## src/rtl/router_pkg.sv

```systemverilog
// Shared router definitions: flit-type codes, output-port codes and the
// input-controller state type. Reused by the allocator and crossbar.
package router_pkg;

   // Flit type lives in the two MSBs of every flit.
   localparam logic [1:0] FLIT_BODY   = 2'b00;
   localparam logic [1:0] FLIT_HEAD   = 2'b01;
   localparam logic [1:0] FLIT_TAIL   = 2'b10;
   localparam logic [1:0] FLIT_SINGLE = 2'b11;

   // Output-port codes driven toward the switch allocator.
   localparam logic [2:0] PORT_LOCAL = 3'b000;
   localparam logic [2:0] PORT_E     = 3'b001;
   localparam logic [2:0] PORT_W     = 3'b010;
   localparam logic [2:0] PORT_N     = 3'b011;
   localparam logic [2:0] PORT_S     = 3'b100;
   localparam logic [2:0] PORT_NONE  = 3'b111;

   typedef enum logic [0:0] {
      StIdle,
      StPkt
   } route_state_e;

   // Head and single flits carry a destination address.
   function automatic logic carries_addr(input logic [1:0] ftype);
      logic res;
      case (ftype)
         FLIT_HEAD, FLIT_SINGLE: res = 1'b1;
         FLIT_BODY, FLIT_TAIL:   res = 1'b0;
         default:                res = 1'b0;
      endcase
      return res;
   endfunction

endpackage

```

## src/rtl/xy_route_calc.sv

```systemverilog
// Dimension-ordered (X first, then Y) route computation.
module xy_route_calc
   import router_pkg::*;
#(
   parameter int unsigned N_ADD = 2
) (
   input  logic [N_ADD-1:0] x_cur,
   input  logic [N_ADD-1:0] y_cur,
   input  logic [N_ADD-1:0] x_des,
   input  logic [N_ADD-1:0] y_des,
   output logic [2:0]       port
);

   // Resolve X offset first; Y is only considered once X matches.
   always_comb begin
      port = PORT_LOCAL;
      if (x_des > x_cur) begin
         port = PORT_E;
      end else if (x_des < x_cur) begin
         port = PORT_W;
      end else if (y_des > y_cur) begin
         port = PORT_N;
      end else if (y_des < y_cur) begin
         port = PORT_S;
      end
   end

endmodule

```

## src/rtl/input_route_ctrl.sv

```systemverilog
// Wormhole router input controller: pops flits from the input FIFO, routes
// head flits with XY routing, locks the route until the tail, and reports
// protocol errors through a pulse and a saturating counter.
module input_route_ctrl
   import router_pkg::*;
#(
   parameter int unsigned DATA_WIDTH = 16,
   parameter int unsigned N_ADD      = 2,
   parameter int unsigned N_REGISTER = 3,
   parameter int unsigned ERR_W      = 8
) (
   input  logic                  clk,
   input  logic                  rst,
   input  logic [N_ADD-1:0]      X_cur,
   input  logic [N_ADD-1:0]      Y_cur,
   input  logic [DATA_WIDTH-1:0] Data_in,
   input  logic                  empty,
   output logic                  read,
   input  logic                  grant,
   output logic [DATA_WIDTH-1:0] Data_out,
   output logic                  out_valid,
   output logic [N_REGISTER-1:0] register,
   output logic                  pkt_open,
   output logic                  err_pulse,
   output logic [ERR_W-1:0]      err_cnt
);

   localparam logic [N_REGISTER-1:0] RegNone = N_REGISTER'(PORT_NONE);

   logic [N_ADD-1:0]      x_add_cur;
   logic [N_ADD-1:0]      y_add_cur;
   route_state_e          state_q, state_d;
   logic [N_REGISTER-1:0] lock_q, lock_d;

   logic [1:0]            ftype;
   logic [N_ADD-1:0]      x_des;
   logic [N_ADD-1:0]      y_des;
   logic [2:0]            fresh_route;
   logic                  accept;
   logic                  forward;
   logic                  err_detect;
   logic [N_REGISTER-1:0] flit_route;
   logic [DATA_WIDTH-1:0] data_d;
   logic                  valid_d;
   logic [N_REGISTER-1:0] reg_d;
   logic [ERR_W-1:0]      cnt_d;

   assign ftype = Data_in[DATA_WIDTH-1:DATA_WIDTH-2];
   assign x_des = Data_in[N_ADD-1:0];
   assign y_des = Data_in[2*N_ADD-1:N_ADD];

   xy_route_calc #(
      .N_ADD (N_ADD)
   ) u_xy_route_calc (
      .x_cur (x_add_cur),
      .y_cur (y_add_cur),
      .x_des (x_des),
      .y_des (y_des),
      .port  (fresh_route)
   );

   // Pop path is purely combinational so the FIFO sees back-pressure at once.
   assign read     = accept;
   assign pkt_open = (state_q == StPkt);

   // Handshake, packet FSM next state, output register and error counter.
   always_comb begin
      accept     = rst && !empty && (!out_valid || grant);
      state_d    = state_q;
      lock_d     = lock_q;
      forward    = 1'b0;
      err_detect = 1'b0;
      flit_route = lock_q;
      data_d     = Data_out;
      valid_d    = out_valid;
      reg_d      = register;
      cnt_d      = err_cnt;

      if (accept) begin
         case (state_q)
            StIdle: begin
               if (carries_addr(ftype)) begin
                  forward    = 1'b1;
                  flit_route = N_REGISTER'(fresh_route);
                  // Only a true head opens a packet; a single flit is self-contained.
                  if (ftype == FLIT_HEAD) begin
                     state_d = StPkt;
                     lock_d  = N_REGISTER'(fresh_route);
                  end
               end else begin
                  // Body/tail without a head: popped and dropped.
                  err_detect = 1'b1;
               end
            end
            StPkt: begin
               forward = 1'b1;
               if (ftype == FLIT_TAIL) begin
                  state_d = StIdle;
                  lock_d  = RegNone;
               end else if (carries_addr(ftype)) begin
                  // Misplaced head travels as body on the locked route.
                  err_detect = 1'b1;
               end
            end
            default: begin
               state_d = StIdle;
            end
         endcase
      end

      if (forward) begin
         data_d  = Data_in;
         valid_d = 1'b1;
         reg_d   = flit_route;
      end else if (out_valid && grant) begin
         // Granted flit leaves and nothing replaces it.
         data_d  = '0;
         valid_d = 1'b0;
         reg_d   = RegNone;
      end

      if (err_detect && (err_cnt != '1)) begin
         cnt_d = err_cnt + ERR_W'(1);
      end
   end

   // State and output registers with synchronous active-low reset.
   always_ff @(posedge clk) begin
      if (!rst) begin
         Data_out  <= '0;
         out_valid <= 1'b0;
         register  <= RegNone;
         state_q   <= StIdle;
         lock_q    <= RegNone;
         err_pulse <= 1'b0;
         err_cnt   <= '0;
         x_add_cur <= X_cur;
         y_add_cur <= Y_cur;
      end else begin
         Data_out  <= data_d;
         out_valid <= valid_d;
         register  <= reg_d;
         state_q   <= state_d;
         lock_q    <= lock_d;
         err_pulse <= err_detect;
         err_cnt   <= cnt_d;
      end
   end

endmodule

```

## config.mk

```make
export PLATFORM = sky130hd
export DESIGN_NAME = input_route_ctrl
export DESIGN_NICKNAME = d
export VERILOG_FILES = /design/src/rtl/router_pkg.sv /design/src/rtl/xy_route_calc.sv /design/src/rtl/input_route_ctrl.sv
export SDC_FILE = /design/constraint.sdc
export NUM_CORES = 1
export LEC_CHECK = 0
export CORE_MARGIN = 2
export CORE_UTILIZATION = 43
export CTS_CLUSTER_DIAMETER = 150
export DETAILED_ROUTE_END_ITERATION = 10
export DONT_BUFFER_PORTS = 1
export GPL_TIMING_DRIVEN = 0
export PLACE_DENSITY = 0.61
export SYNTH_ARGS = -nofsm -noshare
export SYNTH_HDL_FRONTEND = slang
export SYNTH_SLANG_ARGS = --single-unit
export TNS_END_PERCENT = 20
```

## constraint.sdc

```tcl
create_clock -name clk -period 1.8 [get_ports clk]
set_input_delay 0.09 -clock clk [delete_from_list [all_inputs] [get_ports clk]]
set_output_delay 0.09 -clock clk [all_outputs]
set_load 0.01 [all_outputs]
```

# Yosys cells after proc, flatten, opt, wreduce, memory -nomap -nowiden
# Index checks and enable logic that the tools add are counted.
[totals]
ff_bits = 37
out_inout_bits = 31
[op_classes]
n_addsub = 1
order_cmp = 4
n_eq_ne = 7
mux = 35
bitwise = 1
reduce_logical = 12
[ops]
columns = ["cell", "count"]
rows = [
  ["3-bit 2-to-1 mux", 12],
  ["16-bit 2-to-1 mux", 2],
  ["1-bit 2-to-1 mux", 16],
  ["8-bit by 1-bit adder with 8-bit output (second input constant)", 1],
  ["8-bit != test (second input constant)", 1],
  ["1-bit one-hot mux with 2 select lines", 4],
  ["3-bit one-hot mux with 2 select lines", 1],
  ["2-bit == test (second input constant)", 2],
  ["2-bit > comparator", 2],
  ["1-bit logical AND", 4],
  ["2-bit < comparator", 2],
  ["2-bit != test (second input constant)", 2],
  ["4-bit AND reduction", 1],
  ["2-bit OR reduction", 2],
  ["2-bit by 1-bit == test with 1-bit output (second input constant)", 1],
  ["1-bit logical NOT", 2],
  ["2-bit logical NOT", 1],
  ["2-bit by 1-bit != test with 1-bit output (second input constant)", 1],
  ["2-bit nonzero test", 1],
  ["1-bit logical OR", 1],
  ["1-bit NOT", 1],
]

# Logic depth before layout (Yosys ltp)
# Gate-level depths: netlist of the first run.
[logic_depth]
ltp_word = 11
mapped_depth = 6
mapped_depth_nobuf = 6

# By module
# From an unflattened synthesis of the first run, not the netlist that was laid out.
[unflattened]
hier_cells = 172
hier_area_um2 = 1652.8
[modules_own_cells]
columns = ["mod", "instances", "cells_per_inst", "area_per_inst_um2"]
rows = [
  ["input_route_ctrl", 1, 154, 1514.0],
  ["xy_route_calc", 1, 18, 138.9],
]

# Worst setup path after synthesis of the first run
# OpenSTA, ideal clock, no wires.
[synth_timing]
path_type = "register to register"
from = "reg err_cnt[0]"
to = "reg err_cnt[7]"
setup_ns = 0.122
t_arrival_ns = 1.479
required_ns = 1.678
setup_slack_ns = 0.199
path_stages_with_launch = 5
cell_sequence = "dfxtp_1 > ha_1 > and2_1 > or4_1 > o311a_1"
[synth_between]
elab_chain_len = 2
word_cells_on_any_way = 3
classes_between = "1 x add/sub; 1 x eq/ne; 1 x reduce/logical"
[synth_lines]
columns = ["element", "line_no", "text"]
rows = [
  ["start: declaration", "input_route_ctrl.sv:25", "output logic [ERR_W-1:0] err_cnt"],
  ["start signal: assignment", "input_route_ctrl.sv:146", "err_cnt <= cnt_d;"],
  ["parallel branches: the longest is 2 deep, another holds 8-bit by 1-bit adder with 8-bit output", "--", ""],
]
# Parallel ways; which one is timed is not known.
# A chain may end at the register's enable or synchronous reset.

# Final worst setup path of the first run
[layout_timing]
from = "reg err_cnt[1]"
to = "reg err_cnt[7]"
# Same word-level chain as after synthesis.

==> results of run 1 <==
-- synthesized netlist by cell type (3+ instances only) --
cell	count
a31oi_1	5
nor2_1	22
nor3_1	4
a22oi_1	16
nand3_1	4
buf_2	3
nor2b_1	4
o21ai_0	3
a21oi_1	6
nand2_1	8
ha_1	5
dfxtp_1	33
nand4_1	3
inv_1	14
edfxtp_1	4
-- metal layers --
metal  up-vias  track usage
met5         -            0
met4         0       0.0495
met3         3       0.0805
met2        45        0.314
met1       670        0.241
li1        678            -
-- critical path, delay by kind of cell, from the launching register on --
kind | cells | cell delay, ps
AOI/OAI and AO/OA | 1 | 310
adders and majority gates | 1 | 220
DFF | 1 | 360
and+or+nand+nor | 2 | 670
-- placed cells by master, fill, tap and decap left out, types with 4 or more instances in the layout --
cell type and n:
dfxtp_1 32, nor2_1 22, dlygate4sd3_1 19, a22oi_1 16, inv_1 14, nand2_1 8
a21oi_1 6, clkbuf_8 6, a31oi_1 5, ha_1 5, clkbuf_1 4, nor2b_1 4
nor3_1 4, nand3_1 4, edfxtp_1 4
-- flip-flops by register name (all words and copies together), names as in the netlist --
register   count
y_add_cur      2
err_cnt        8
lock_q         3
x_add_cur      2
out_valid      1
Data_out      16
err_pulse      1
pkt_open       1
register       3
-- cells by family (layout without fill, tap and decap cells) --
logic type	Yosys count	after routing
AOI/OAI and AO/OA	45	45
xor gates and xnor gates	1	1
adders and majority gates	5	5
buffers and inverters	21	48
DFF	37	37
muxes	2	2
and+or+nand+nor	61	61
-- stage by stage --
stage | cells | hold WS (ps) | setup slack [ps]
2_1_floorplan | 172 | 189 | 199
3_3_place_gp | 220 | 189 | -31.6
3_5_place_dp | 220 | 189 | -51.6
4_1_cts | 247 | 28.5 | 45.3
5_1_grt | 247 | 42.9 | 6.48
6_report | 247 | 36.6 | 111
-- cell type report --
type / count / area (um^2) / share of cell area
Inverter: 14 / 52.6 / 0.0267
Timing Repair Buffer: 19 / 190 / 0.0967
Clock buffer: 8 / 90.1 / 0.0458
Tap cell: 48 / 60.1 / 0.0305
Sequential cell: 37 / 782 / 0.398
Multi-Input combinational cell: 114 / 751 / 0.382
Buffer: 7 / 41.3 / 0.0210
-- how the worst max path moves through the flow --
stage | end | cells past startpoint
finish | err_cnt[7]$_SDFFE_PN0P_ | 4
global route | Data_out[2]$_SDFFE_PN0P_ | 6
CTS | register[2]$_SDFFE_PN1P_ | 6
detailed placement | register[2]$_SDFFE_PN1P_ | 6
global placement | register[2]$_SDFFE_PN1P_ | 6
floorplan | err_cnt[7]$_SDFFE_PN0P_ | 4
-- power by group through the flow --
stage	combinational (W)	clock, W	sequential (W)
5_1_grt	0.000228	0.000640	0.000907
6_report	0.000207	0.000588	0.000904
3_3_place_gp	0.000157	0	0.000921
4_1_cts	0.000199	0.000602	0.000903
2_1_floorplan	0.000131	0	0.000915
3_5_place_dp	0.000164	0	0.000921
-- timing repair --
item / in CTS / in global routing
hold buffers: 19 / 0
setup endpoints to repair: 2 / 4
gates resized for setup: 1 / 3
endpoints found under the hold margin: 19 / 0
==> metrics.txt, run 1 <==
status complete, no violations; min cycle time layout around 1700 ps; Crit. End Element flop; antenna violations before repair 0; Hold Path Class primary input to flop; final core occ 0.541; dpl hpwl 2.68 mm; drt wl/cell around 16 um; initial drt markers around 120; largest area contributor in the netlist dfxtp_1; Setup crit start kind flop; Flop pwr share 0.532; worst-margin pin slew 598 ps; beginning of the critical path err_cnt[1]$_SDFFE_PN0P_; RSZ-0062 raised after global routing false; reg2reg end err_cnt[7]$_SDFFE_PN0P_; Synth cell types 44; flops & latches, synth 37; max cap viols 0; Lkg Pwr 0.758 nW; area grow syn2layout 21.5%; Top FF cell, synth dfxtp_1; layout cell share with drive strength beyond 1 0.0905; core area roughly 3600 um^2; final WL 4.01 mm; CTS root buffer clkbuf_8; post-synthesis sequential area ratio 0.482; pwr dens about 860 nW/um^2; Die Height 65.4 um; Initial Util 0.446; Syn Inst Count 172; CP cell instances ha_1, and2_1, or4_1, o311a_1; flop2flop setup slack 110 ps; Rel. slew slack 0.601; Vias/cell 5.65; top sig layer met4; vias around 1400; GRT Total Usage 0.195; clk sinks 37; Max Slew Vio Count 0; Die W 65.4 um; NetSw roughly 0.00042 W; combinational power share 0.122; required time of the critical path between 1500 and 2000 ps; net count after synthesis 201; drt first pass iters 4; Longest Clk Path Bufs 2; Placed Area approximately 1700 um^2; Compound-Gate Fraction of Synth Area 0.198; Setup Fix Bufs, Post-CTS 0; DRC Markers 0; RD Place Congestion ~0.9; Post-Synth XOR/XNOR Area 0.0100; n_diodes 0; Post-synth EDFFs 4; critical path arrival 1850 ps; Synth area leaders dfxtp_1 41%, a22oi_1 7.4%, edfxtp_1 7.4%, nor2_1 5.1%, ha_1 3.9%; hold path start Data_in[15]; Critical Path Slowest Stage Cell or4_1; Fillers 332; largest family of logic cells by synthesized area simple AND/OR/NAND/NOR gates; die footprint 4270 um^2; worst hold stages 2; reg2reg start err_cnt[1]$_SDFFE_PN0P_; Pwr Total 0.00170 W; CTS tree yes; clk slew on worst S/H paths 70 ps; CP max FO 4; vias in the first global route 1327; critical path's largest stage delay ~470 ps; Simple-Gate Fraction of Synth Area 0.201; Max Clk Rate just under 600 MHz; GRT overflow 0; final non-filler cell area 1970 um^2; Adder-Cell Fraction of Synth Area 0.0386; Hold Vio Cnt, Final 0; # rows 22; worst-skew pair later-pin latency 280 ps; Fin Setup TNS 0 ps; H-tree depth 2; Worst Skew roughly 3.3 ps; Net Sw Frac 0.249; routed wl met3 321 um; final period utilization 0.938; cts bufs inserted 5; M1 WL 1.71 mm; met2 routed WL 1.96 mm; yosys warns 0; largest net degree at the start of global routing 14; final setup fails 0; cell area after synthesis ~1600 um^2; peak supply drop 477 uV; Final nets 227; Clk pwr share 0.346; first-pass GRT wire length 6.32 mm; io pins 55; Final ANT Viol Nets 0; IO buf count 0; multiplexer area fraction after synthesis 0.0124; share of the synthesized area in the top cell type 0.408; R2R depth 4; Int Power 0.00128 W; async set-or-reset flop fraction in the synthesized netlist 0; WS Path Type flop to flop; Syn Area/Cell 9.41 um^2; Min-Delay Endpoint pkt_open$_SDFFE_PN0P_
No activity file was read; power rests on OpenSTA's default activity.
==> run 2: changes to the inputs <==
Settings changed: ABC_AREA from default to 1.
==> run 2 against run 1 <==
Effect of this change: sequential share of layout area is 4.5 points lower; routed wire length is 3.1% higher; global-route usage is 1.8 points lower; highest routed layer unchanged; setup slack better by 220 ps; clock skew is 3.1 ps higher; core utilization is 0.39 points higher; fmax is 15% higher; sequential power is 0.6% lower.
==> metrics.txt, run 2 <==
Top FF cell, synth dfxtp_1; critical path arrival 1610 ps (-240 ps); max cap viols 0 (unchanged); largest area contributor in the netlist dfxtp_1; Initial Util 0.453 (+0.00769); Critical Path Slowest Stage Cell dfxtp_1; yosys warns 0 (unchanged); vias 1585 (+14%); WS Path Type flop to flop; Final ANT Viol Nets 0 (unchanged); worst-skew pair later-pin latency 290 ps (about the same); Hold Path Class primary input to flop; Max Slew Vio Count 0 (unchanged); Lkg Pwr 0.944 nW (+25%); CP max FO 9 (+5); worst-margin pin slew 805 ps (+207 ps); drt wl/cell 12.7 um (-22%); Fin Setup TNS 0 ps (unchanged); Syn Inst Count 247 (+44%); cell area after synthesis 1840 um^2 (+14%); dpl hpwl 2.88 mm (+7.3%); Rel. slew slack 0.463 (-0.138); IO buf count 0 (unchanged); CTS root buffer clkbuf_8; flop2flop setup slack 330 ps (+220 ps); RD Place Congestion 0.803 (-12%); reg2reg start err_cnt[0]$_SDFFE_PN0P_; initial drt markers 52 (-57%); Min-Delay Endpoint lock_q[0]$_SDFFE_PN1P_; Syn Area/Cell 7.45 um^2 (-21%); final setup fails 0 (unchanged); Final nets 303 (+33%); vias in the first global route 1552 (+17%); largest net degree at the start of global routing 14 (unchanged); first-pass GRT wire length 6.98 mm (+10%); CTS resizes 0 (-1); RSZ-0062 raised after global routing false; most frequent cells in the layout 80 x nand2_1, 33 x dfxtp_1, 28 x nand3_1; Synth cell types 27 (-39%); clk slew on worst S/H paths 70 ps (about the same); share of the synthesized area in the top cell type 0.359 (-0.0489); Longest Clk Path Bufs 2 (unchanged); net count after synthesis 276 (+37%); worst hold stages 2 (unchanged); Crit. End Element flop; Die W 69.4 um (+6.2%); R2R depth 8 (+4); top cells by count, synth 80 x nand2_1, 33 x dfxtp_1, 28 x nand3_1; max FFs per register 16 (unchanged); area grow syn2layout 20.3%; antenna violations before repair 0 (unchanged); Worst path top cell family by delay flip-flops; io pins 55 (unchanged); # rows 23 (+4.5%); Hold Vio Cnt, Final 0 (unchanged); final setup margin 332 ps (+221 ps); drt first pass iters 4 (unchanged); Worst Skew 6.45 ps (+3.14 ps); Largest regs Data_out: 16 flops, err_cnt: 8 flops; Post-synth EDFFs 4 (unchanged); GRT overflow 0 (unchanged); post-synthesis sequential area ratio 0.424 (-0.0577); required time of the critical path 1940 ps (-20 ps); peak supply drop 479 uV (+0.51%); async set-or-reset flop fraction in the synthesized netlist 0 (unchanged); Worst Path Buf+Inv 2 (+2); most common cell after layout, fill and taps aside nand2_1; Synth area leaders dfxtp_1 36%, nand2_1 16%, nand3_1 7.6%, edfxtp_1 6.5%, a21oi_2 4.8%; Setup crit start kind flop; Setup Fix Bufs, Post-CTS 0 (unchanged); Crit path depth 8 (+4); reg2reg end err_cnt[6]$_SDFFE_PN0P_; final period utilization 0.816 (-0.123); Vias/cell 4.88 (-14%); pwr dens 823 nW/um^2 (-4.7%); min cycle time layout 1470 ps (-221 ps); final WL 4.14 mm (+3.1%); hold path start rst; Max Clk Rate 681 MHz (+15%); Die Height 69.4 um (+6.2%); most frequent CP cell nand2_1; layout cell share with drive strength beyond 1 0.116 (+0.0259); cts bufs inserted 5 (unchanged); critical path's largest stage delay 440 ps (-30 ps); CP cell instances ha_1, nand3_1, inv_1, nand2_1, nand3_4, inv_2, nand2_1, a21oi_1; largest reg by FF count Data_out; clk sinks 37 (unchanged); die footprint 4820 um^2 (+13%); CTS tree yes; post-place setup slack 316 ps (+368 ps); beginning of the critical path err_cnt[0]$_SDFFE_PN0P_; DRC Markers 0 (unchanged); n_diodes 0 (unchanged); flops & latches, synth 37 (unchanged); core area 4060 um^2 (+12%); most frequent cell after synthesis nand2_1; GRT Total Usage 0.177 (-0.0180); status complete, no violations; H-tree depth 2 (unchanged)
-- run 2: cell types whose count changed after synthesis, moves of 3 or more --
cell / before / now
nand3_1: 4 / 28
nor2b_1: 4 / 0
nand4_1: 3 / 0
a31oi_1: 5 / 0
a21oi_2: 0 / 10
buf_2: 3 / 0
o21ai_0: 3 / 7
a22oi_1: 16 / 0
nand2_2: 0 / 3
inv_1: 14 / 23
nand2_1: 8 / 80
a21oi_1: 6 / 15
nor2_1: 22 / 15
-- run 2: timing repair --
action / in CTS / in global routing
endpoints found under the hold margin: 20 / 0
endpoints found under the setup margin: 0 / 0
hold buffers: 20 / 0
-- run 2: per-stage QoR --
stage | cells | hold slack, ps | util | instance area [um^2] | power (W)
after detailed placement | 297 | 189 | 0.469 | 1900 | 0.00111
after floorplan | 247 | 189 | - | 1840 | 0.00106
after global routing | 325 | 31.5 | 0.545 | 2210 | 0.00192
after global placement | 297 | 189 | 0.469 | 1900 | 0.00110
after CTS | 325 | 31.1 | 0.545 | 2210 | 0.00184
final | 325 | 34.2 | 0.545 | 2210 | 0.00182
-- run 2: kinds of logic (layout without fill, tap and decap cells) --
logic type,after synthesis,count (layout),share of synthesized area
xor+xnor,3,3,0.0143
buf+inv,36,64,0.0993
flops,37,37,0.424
compound gates,32,32,0.107
simple gates,134,134,0.320
fa+ha+maj,5,5,0.0340
-- run 2: area by class of cell --
cell class / instances / area [um^2]
Fill cell: 376 / 1850
Multi-Input combinational cell: 174 / 876
Sequential cell: 37 / 781
Timing Repair Buffer: 20 / 200
Inverter: 27 / 114
Clock buffer: 5 / 68.8
Buffer: 9 / 68.8
Tap cell: 50 / 62.6
Clock inverter: 3 / 41.3
-- run 2: where the power goes --
group	total (W)	switching [W]	leakage (nW)	internal, W
Clock	0.000701	0.000294	0.0518	0.000408
Sequential	0.000899	0.0000323	0.308	0.000867
Combinational	0.000220	0.000126	0.585	0.0000943
-- run 2: worst max-delay path by stage --
stage	end	slack (ps)
2_1_floorplan	err_cnt[6]$_SDFFE_PN0P_	500
3_3_place_gp	err_cnt[6]$_SDFFE_PN0P_	320
3_5_place_dp	err_cnt[6]$_SDFFE_PN0P_	320
4_1_cts	err_cnt[6]$_SDFFE_PN0P_	310
5_1_grt	err_cnt[4]$_SDFFE_PN0P_	170
6_report	err_cnt[6]$_SDFFE_PN0P_	330
-- run 2: layer usage --
metal  up-vias  global-route usage  wire, um
li1        837                   -         -
met1       699               0.213      1870
met2        47               0.299      1930
met3         2              0.0669       319
met4         0              0.0392        17
met5         -                   0         0
==> run 3: changes to the inputs <==
Clock period 1.8 ns to 1.4 ns, I/O delays scaled along.
==> run 3 against run 2 <==
Effect of this change: first-iteration DRC count stayed put; routed wire length is 0.82% higher; critical path depth stayed put; count of clock-buffer cells in the layout stayed put; setup slack worse by 280 ps; flip-flop and latch count stayed put; non-clock buffer count stayed put; clock skew hardly changed; clock power is 28% higher; hold slack worse by 20 ps; sequential power is 29% higher; fmax is 9.0% higher.
==> metrics.txt, run 3 (synthesis gave the netlist of run 2 again) <==
Die W 69.4 um (unchanged); CTS tree yes; drt first pass iters 4 (unchanged); Max Slew Vio Count 0 (unchanged); R2R depth 8 (unchanged); Longest Clk Path Bufs 2 (unchanged); worst-skew pair later-pin latency 280 ps (about the same); Net Sw Frac 0.250 (+0.00131); CTS root buffer clkbuf_8; most frequent CP cell nand2_4; Setup crit start kind flop; cts bufs inserted 5 (unchanged); final setup fails 0 (unchanged); vias 1611 (+1.6%); status complete, no violations; initial drt markers 52 (unchanged); layout cell share with drive strength beyond 1 0.171 (+0.0545); first-pass GRT wire length 6.98 mm (unchanged); most frequent cells in the layout 76 x nand2_1, 28 x dfxtp_1, 27 x nand3_1; Hold Path Class primary input to flop; Int Power 0.00176 W (+29%); Placed Area 1900 um^2 (unchanged); Clk pwr share 0.382 (-0.003); worst-margin pin slew 809 ps (+3.93 ps); min cycle time layout 1350 ps (-121 ps); Critical Path End Data_out[13]$_SDFFE_PN0P_; flop2flop setup slack 50 ps (-280 ps); IO buf count 0 (unchanged); Critical Path Slowest Stage Cell dfxtp_2; n_diodes 0 (unchanged); Hold Vio Cnt, Final 0 (unchanged); final WL 4.17 mm (+0.82%); max cap viols 0 (unchanged); Rel. slew slack 0.461 (-0.00262); Worst Skew 6.08 ps (-0.367 ps); critical path's largest stage delay 390 ps (-50 ps); final setup margin 52.9 ps (-279 ps); CP max FO 10 (+1); Vias/cell 4.96 (+1.6%); post-place setup slack -83.6 ps (-400 ps); area grow syn2layout 23.2%; reg2reg start out_valid$_SDFFE_PN0P_; RD Place Congestion 0.803 (unchanged); die footprint 4820 um^2 (unchanged); Flop pwr share 0.493 (about the same); antenna violations before repair 0 (unchanged); drt wl/cell 12.8 um (+0.82%); Initial Util 0.453 (unchanged); combinational power share 0.125 (+0.004); hold path start rst; largest reg by FF count Data_out; CP cell instances nand2_2, nand2_4, inv_6, nand2_4, clkinv_4, buf_12, nand2_1, a21oi_2; critical path arrival 1500 ps (-110 ps); reg2reg end Data_out[13]$_SDFFE_PN0P_; final non-filler cell area 2270 um^2 (+2.4%); DRC Markers 0 (unchanged); Worst Path Buf+Inv 3 (+1); WS Path Type flop to flop; GRT overflow 0 (unchanged); required time of the critical path 1550 ps (-390 ps); Largest regs Data_out: 16 flops, err_cnt: 8 flops; pwr dens 1040 nW/um^2 (+26%); largest net degree at the start of global routing 14 (unchanged); dpl hpwl 2.88 mm (unchanged); final period utilization 0.962 (+0.147); Final ANT Viol Nets 0 (unchanged); clk sinks 37 (unchanged); GRT Total Usage 0.177 (unchanged); Fin Setup TNS 0 ps (unchanged); most common cell after layout, fill and taps aside nand2_1; H-tree depth 2 (unchanged); Die Height 69.4 um (unchanged); Crit. End Element flop; RSZ-0062 raised after global routing true; peak supply drop 615 uV (+28%); beginning of the critical path out_valid$_SDFFE_PN0P_; io pins 55 (unchanged); # rows 23 (unchanged); clk slew on worst S/H paths 70 ps (about the same); Worst path top cell family by delay simple AND/OR/NAND/NOR gates; vias in the first global route 1552 (unchanged); NetSw 0.000587 W (+30%); Max Clk Rate 742 MHz (+9.0%); Final nets 303 (unchanged); max FFs per register 16 (unchanged); Lkg Pwr 0.949 nW (+0.49%); core area 4060 um^2 (unchanged); Fillers 370 (-1.6%); Crit path depth 8 (unchanged)
run 3: cell counts in the layout (fill, tap and decap cells not counted):
No cell type changed its count.
run 3: repair_timing:
action                                  4_1_cts  5_1_grt
hold buffers                                 20        0
hold endpoints to repair                     20        0
gates resized for setup                       5       15
pin swaps                                     0        2
buffers inserted                              0        0
endpoints found under the setup margin       17       22
run 3: layout make-up:
class                   instances  area [um^2]  share of cell area
inverters                      27          119              0.0525
multi-input cells             174          915               0.404
plain buffers                   9         70.1              0.0309
well taps                      50         62.6              0.0276
flip-flops and latches         37          790               0.348
repair buffers                 20          200              0.0883
clock buffers                   5         68.8              0.0304
clock inverters                 3         41.3              0.0182
run 3: power groups by stage:
stage                     combinational (W)  sequential (W)  clock, W
after floorplan                    0.000195         0.00117         0
after global placement             0.000235         0.00118         0
after detailed placement           0.000239         0.00118         0
after CTS                          0.000285         0.00116  0.000930
after global routing               0.000330         0.00116  0.000989
final                              0.000294         0.00116  0.000899
run 3: through the flow:
stage,util,power (W),hold slack (ps),std cells
after floorplan,-,0.00137,169,247
after global placement,0.469,0.00142,169,297
after detailed placement,0.469,0.00142,169,297
after CTS,0.547,0.00237,11.1,325
after global routing,0.558,0.00248,11.5,325
final,0.558,0.00235,14.5,325
run 3: metal layers:
layer  global-route usage  share of wire  vias up
li1                     -              -      838
met1                0.213           0.44      721
met4               0.0392         0.0053        0
met2                0.299           0.48       50
met3               0.0669          0.078        2
met5                    0              0        -
run 3: worst min-delay path by stage:
stage | to | depth (start not counted)
2_1_floorplan | x_add_cur[0]$_DFFE_PN_ | 0
3_3_place_gp | y_add_cur[1]$_DFFE_PN_ | 0
3_5_place_dp | y_add_cur[1]$_DFFE_PN_ | 0
4_1_cts | lock_q[1]$_SDFFE_PN1P_ | 2
5_1_grt | lock_q[1]$_SDFFE_PN1P_ | 2
6_report | lock_q[0]$_SDFFE_PN1P_ | 2
